<file path="src/rtl/id_ex_stage.sv">
// ID/EX pipeline register with load-use hazard detection, stall counting and an
// optional writeback bypass of held operands (enable with `define ID_EX_WB_BYPASS_EN).
module id_ex_stage (
    input  logic        clk_i,
    input  logic        rst_i,
    input  logic        id_valid_i,
    input  logic [4:0]  id_rs_addr_i,
    input  logic [4:0]  id_rt_addr_i,
    input  logic [4:0]  id_rd_addr_i,
    input  logic [31:0] id_rs_data_i,
    input  logic [31:0] id_rt_data_i,
    input  logic [31:0] id_imm_i,
    input  logic [31:0] id_pc_i,
    input  logic        id_reg_write_i,
    input  logic        id_mem_read_i,
    input  logic        id_mem_write_i,
    input  logic [3:0]  id_alu_op_i,
    input  logic        flush_i,
    input  logic        ex_ready_i,
    input  logic        wb_reg_write_i,
    input  logic [4:0]  wb_rd_addr_i,
    input  logic [31:0] wb_rd_data_i,
    output logic        ex_valid_o,
    output logic [4:0]  ex_rs_addr_o,
    output logic [4:0]  ex_rt_addr_o,
    output logic [4:0]  ex_rd_addr_o,
    output logic [31:0] ex_rs_data_o,
    output logic [31:0] ex_rt_data_o,
    output logic [31:0] ex_imm_o,
    output logic [31:0] ex_pc_o,
    output logic        ex_reg_write_o,
    output logic        ex_mem_read_o,
    output logic        ex_mem_write_o,
    output logic [3:0]  ex_alu_op_o,
    output logic        id_stall_o,
    output logic [15:0] stall_cnt_o
);

    typedef struct packed {
        logic        valid;
        logic [4:0]  rs_addr;
        logic [4:0]  rt_addr;
        logic [4:0]  rd_addr;
        logic [31:0] rs_data;
        logic [31:0] rt_data;
        logic [31:0] imm;
        logic [31:0] pc;
        logic        reg_write;
        logic        mem_read;
        logic        mem_write;
        logic [3:0]  alu_op;
    } ex_bundle_t;

    ex_bundle_t  ex_q, ex_d;
    logic [15:0] stall_cnt_q, stall_cnt_d;
    logic        load_use;

    // Handshake: the ID instruction moves into EX on an edge where ex_ready_i=1 and
    // it is valid, not flushed and not load-use dependent; ex_ready_i=0 freezes EX,
    // and id_stall_o tells IF/ID to keep presenting the same instruction.
    always_comb begin
        load_use = ex_q.valid & ex_q.mem_read & (ex_q.rd_addr != 5'd0) & id_valid_i &
                   ((ex_q.rd_addr == id_rs_addr_i) | (ex_q.rd_addr == id_rt_addr_i));
        id_stall_o = ~ex_ready_i | load_use;
    end

    always_comb begin
        ex_d        = ex_q;
        stall_cnt_d = stall_cnt_q;
        if (!ex_ready_i) begin
`ifdef ID_EX_WB_BYPASS_EN
            // A held instruction must not miss a result written back while it waits.
            if (ex_q.valid && wb_reg_write_i && (wb_rd_addr_i != 5'd0)) begin
                if (wb_rd_addr_i == ex_q.rs_addr) ex_d.rs_data = wb_rd_data_i;
                if (wb_rd_addr_i == ex_q.rt_addr) ex_d.rt_data = wb_rd_data_i;
            end
`endif
        end else if (load_use || flush_i || !id_valid_i) begin
            ex_d = '0;
        end else begin
            ex_d.valid     = 1'b1;
            ex_d.rs_addr   = id_rs_addr_i;
            ex_d.rt_addr   = id_rt_addr_i;
            ex_d.rd_addr   = id_rd_addr_i;
            ex_d.rs_data   = id_rs_data_i;
            ex_d.rt_data   = id_rt_data_i;
            ex_d.imm       = id_imm_i;
            ex_d.pc        = id_pc_i;
            ex_d.reg_write = id_reg_write_i & (id_rd_addr_i != 5'd0);
            ex_d.mem_read  = id_mem_read_i;
            ex_d.mem_write = id_mem_write_i;
            ex_d.alu_op    = id_alu_op_i;
        end
        if (ex_ready_i && load_use && (stall_cnt_q != 16'hFFFF)) begin
            stall_cnt_d = stall_cnt_q + 16'd1;
        end
    end

`ifndef ID_EX_WB_BYPASS_EN
    logic unused_wb;
    assign unused_wb = ^{wb_reg_write_i, wb_rd_addr_i, wb_rd_data_i};
`endif

    always_ff @(posedge clk_i or posedge rst_i) begin
        if (rst_i) begin
            ex_q        <= '0;
            stall_cnt_q <= '0;
        end else begin
            ex_q        <= ex_d;
            stall_cnt_q <= stall_cnt_d;
        end
    end

    assign ex_valid_o     = ex_q.valid;
    assign ex_rs_addr_o   = ex_q.rs_addr;
    assign ex_rt_addr_o   = ex_q.rt_addr;
    assign ex_rd_addr_o   = ex_q.rd_addr;
    assign ex_rs_data_o   = ex_q.rs_data;
    assign ex_rt_data_o   = ex_q.rt_data;
    assign ex_imm_o       = ex_q.imm;
    assign ex_pc_o        = ex_q.pc;
    assign ex_reg_write_o = ex_q.reg_write;
    assign ex_mem_read_o  = ex_q.mem_read;
    assign ex_mem_write_o = ex_q.mem_write;
    assign ex_alu_op_o    = ex_q.alu_op;
    assign stall_cnt_o    = stall_cnt_q;

endmodule
</file>
<file path="config.mk">
export PLATFORM = sky130hd
export DESIGN_NAME = id_ex_stage
export DESIGN_NICKNAME = d
export VERILOG_FILES = /design/src/rtl/id_ex_stage.sv
export SDC_FILE = /design/constraint.sdc
export NUM_CORES = 1
export LEC_CHECK = 0
export ABC_AREA = 1
export CORE_ASPECT_RATIO = 0.9
export CORE_UTILIZATION = 37
export DETAILED_ROUTE_END_ITERATION = 8
export PLACE_DENSITY = 0.75
export SLEW_MARGIN = 40
export SYNTH_ARGS = -nofsm -noshare
export SYNTH_HDL_FRONTEND = slang
export SYNTH_SLANG_ARGS = --single-unit
</file>
<file path="constraint.sdc">
create_clock -name clk_i -period 5.8 [get_ports clk_i]
set_input_delay 1.16 -clock clk_i [delete_from_list [all_inputs] [get_ports clk_i]]
set_output_delay 1.16 -clock clk_i [all_outputs]
set_load 0.01 [all_outputs]
</file>
==> impl_metrics.tcl <==
set metrics [dict create \
    drtIter0Drc 404 \
    tightest_slew_ns 0.794 \
    crit_arrival_ns 2.94 \
    tns_ns 0 \
    start_util_pct 38.2 \
    fill_cells 1713 \
    met2_usage_pct 35.6 \
    grt-busiest-layer "met2" \
    die_height_microns 136 \
    clock_skew_ns 0.0169 \
    gp_congestion 0.841 \
    synth_seq_area_share_pct 56.4 \
    fin_crit_sh_pct 70.6 \
    status "complete, no violations" \
    critical_path.startpoint_type "input pin" \
    grt_use_met1_pct 29.0 \
    worst_ep_required_time_ns 4.64 \
    syn_area_sq_um 7410 \
    numCtsBuffers 17 \
    clk-insertion-delay-late_ns 0.43 \
    timing.max_cap.violations 0 \
    setup_violations 0 \
    crit_path_end_kind "output pin" \
    critPathKind "in2out" \
    power_density_nw_per_um2 247 \
    rsz0062_at_grt "no" \
    vdd_ir_drop_max_mv 0.177 \
    grt.met3_usage_pct 5.84 \
    core_area_sq_um 19400 \
    clock_path_buffers 2 \
    grt_start_max_net_pins 106 \
    period_needed_ns 4.10 \
    cts.reportedPaths.clkPinSlew_ns 0.06 \
    die_x_microns 151 \
    synth.net_count 1060 \
    cts_tree "yes" \
    synth_area_per_cell_sq_um 8.56 \
    ant_nets 0 \
    nets 1344 \
    postCtsHoldBufs 0 \
    antenna_found_initial 1 \
    dp_hpwl_microns 15100 \
    cts_resized 0 \
    ys_types 23 \
    max_slew_margin_pct 47.1 \
    grt_overflow 0 \
    synth_cells 866 \
    max_freq_mhz 244 \
    syn_to_final_growth_pct 52.9 \
    synth_area_leaders "dfrtp_1 56%, nand2_1 20%, nand4_1 13%, clkbuf_1 1.9%, buf_6 1.4%" \
    vias 7114 \
    cp_max_fo 3 \
    avgRoutedWirePerCell_microns 16.3 \
    p_leak_nw 5.52 \
    cts_num_sinks 167 \
    ys_ff_latch 167 \
    final_hold_viol_count 0 \
    final_layout_size_suffix_gt1_share_pct 4.64 \
    grt_pass1_vias 6722 \
    ys_warn_count 0 \
    cts-root-buf "clkbuf_16" \
    slew_viol_final 0 \
    yosysTopAreaCellShare_pct 56.4 \
    pin_count 361 \
    first_pass_iters 5 \
    io_buffers 322 \
    vias_per_cell 5.03 \
    grt.total_usage_pct 22.4 \
    hp-class "reg2reg" \
    die-area_sq_um 20600 \
    yosysTopAreaCell "dfrtp_1" \
    grt_pass1_wl_microns 36100 \
    drc 0 \
    htree_levels 4 \
    cts_setup_buffers 0 \
    p_total_mw 2.80 \
    wl_microns 23100 \
    rows 48 \
]
==> worst max-delay path, cell delays in order <==
cell             delay [ns]
clkdlybuf4s50_1        0.52
inv_1                  0.05
nand2_1                0.05
nand2_1                0.05
nor2_1                 0.15
nand3_1                0.10
nand2_2                0.14
nand2_4                0.07
nand2_1                0.06
clkdlybuf4s50_1        0.58
==> final cells by class <==
class	count	area [sq um]	area share, %
flip-flops and latches	167	4180	36.9
repair buffers	332	3330	29.4
multi-input cells	602	2790	24.7
clock buffers	19	443	3.91
well taps	250	313	2.76
clock inverters	13	143	1.26
inverters	30	125	1.10
diodes	1	2.50	0.0221
==> Yosys cell counts, drive strengths merged <==
cell,count
nand3,13
nand4,154
o21ai,1
ha,1
xor2,8
nand3b,1
buf,29
nor4,1
nand2,390
nor3,4
nor2,22
inv,30
xnor2,7
clkbuf,38
dfrtp,167
==> metal layers <==
| layer | wire [microns] | part of all wire, % |
|---|---|---|
| met1 | 9900 | 43 |
| met2 | 11100 | 48 |
| met3 | 1560 | 6.8 |
| met4 | 535 | 2.3 |
| met5 | 0 | 0 |
==> placed cells by master (no fill, tap or decap), types with 8 or more instances in the layout <==
master	count
clkdlybuf4s50_1	321
nand2_1	388
dfrtp_1	167
xor2_1	8
nor2_1	20
clkbuf_16	17
inv_1	24
nand3_1	12
nand4_1	153
==> worst paths after layout <==
check	start	end	slack, ns	depth (start not counted)
setup / recovery	id_rs_addr_i[1]	id_stall_o	1.70	10
hold / removal	ex_rs_data_o[10]$_DFFE_PP0P_	ex_rs_data_o[10]$_DFFE_PP0P_	0.48	2
setup reg to reg	ex_rd_addr_o[0]$_DFFE_PP0P_	ex_rt_data_o[22]$_DFFE_PP0P_	3.19	11
hold reg to reg	ex_rs_data_o[10]$_DFFE_PP0P_	ex_rs_data_o[10]$_DFFE_PP0P_	0.48	2
max in group asynchronous	rst_i	ex_imm_o[12]$_DFFE_PP0P_	3.65	3
min in group asynchronous	rst_i	ex_alu_op_o[1]$_DFFE_PP0P_	1.24	2
==> kinds of logic after synthesis <==
family          share of synthesized area, %
flops                                   56.4
simple gates                            35.5
buf+inv                                 6.09
fa+ha+maj                              0.169
compound gates                        0.0675
xor+xnor                                1.77
==> per-stage QoR <==
stage          utilization (%)  std cells  worst slack [ns]  instance area (sq um)  hold WS (ns)
6_report                  58.4       1414              1.70                  11300         0.479
3_5_place_dp              55.4       1381              1.71                  10700         0.465
5_1_grt                   58.4       1414              1.58                  11300         0.499
4_1_cts                   58.4       1413              1.70                  11300         0.482
3_3_place_gp              55.3       1380              1.73                  10700         0.461
2_1_floorplan                -        866             0.122                   7410         0.516
==> flip-flops by register name, summed over array words and instances, names as in the netlist, 4 cells and up <==
register      cells
stall_cnt_o      16
ex_alu_op_o       4
ex_rt_addr_o      5
ex_rs_data_o     32
ex_imm_o         32
ex_rs_addr_o      5
ex_pc_o          32
ex_rt_data_o     32
ex_rd_addr_o      5
==> where the power goes <==
part	total, mW	leakage, nW	internal (mW)	switching [mW]
clock network	1.12	0.285	0.618	0.507
logic	0.419	2.97	0.229	0.191
registers	1.26	2.26	1.22	0.0348
Note: power is estimated with default switching activity, not from simulation.
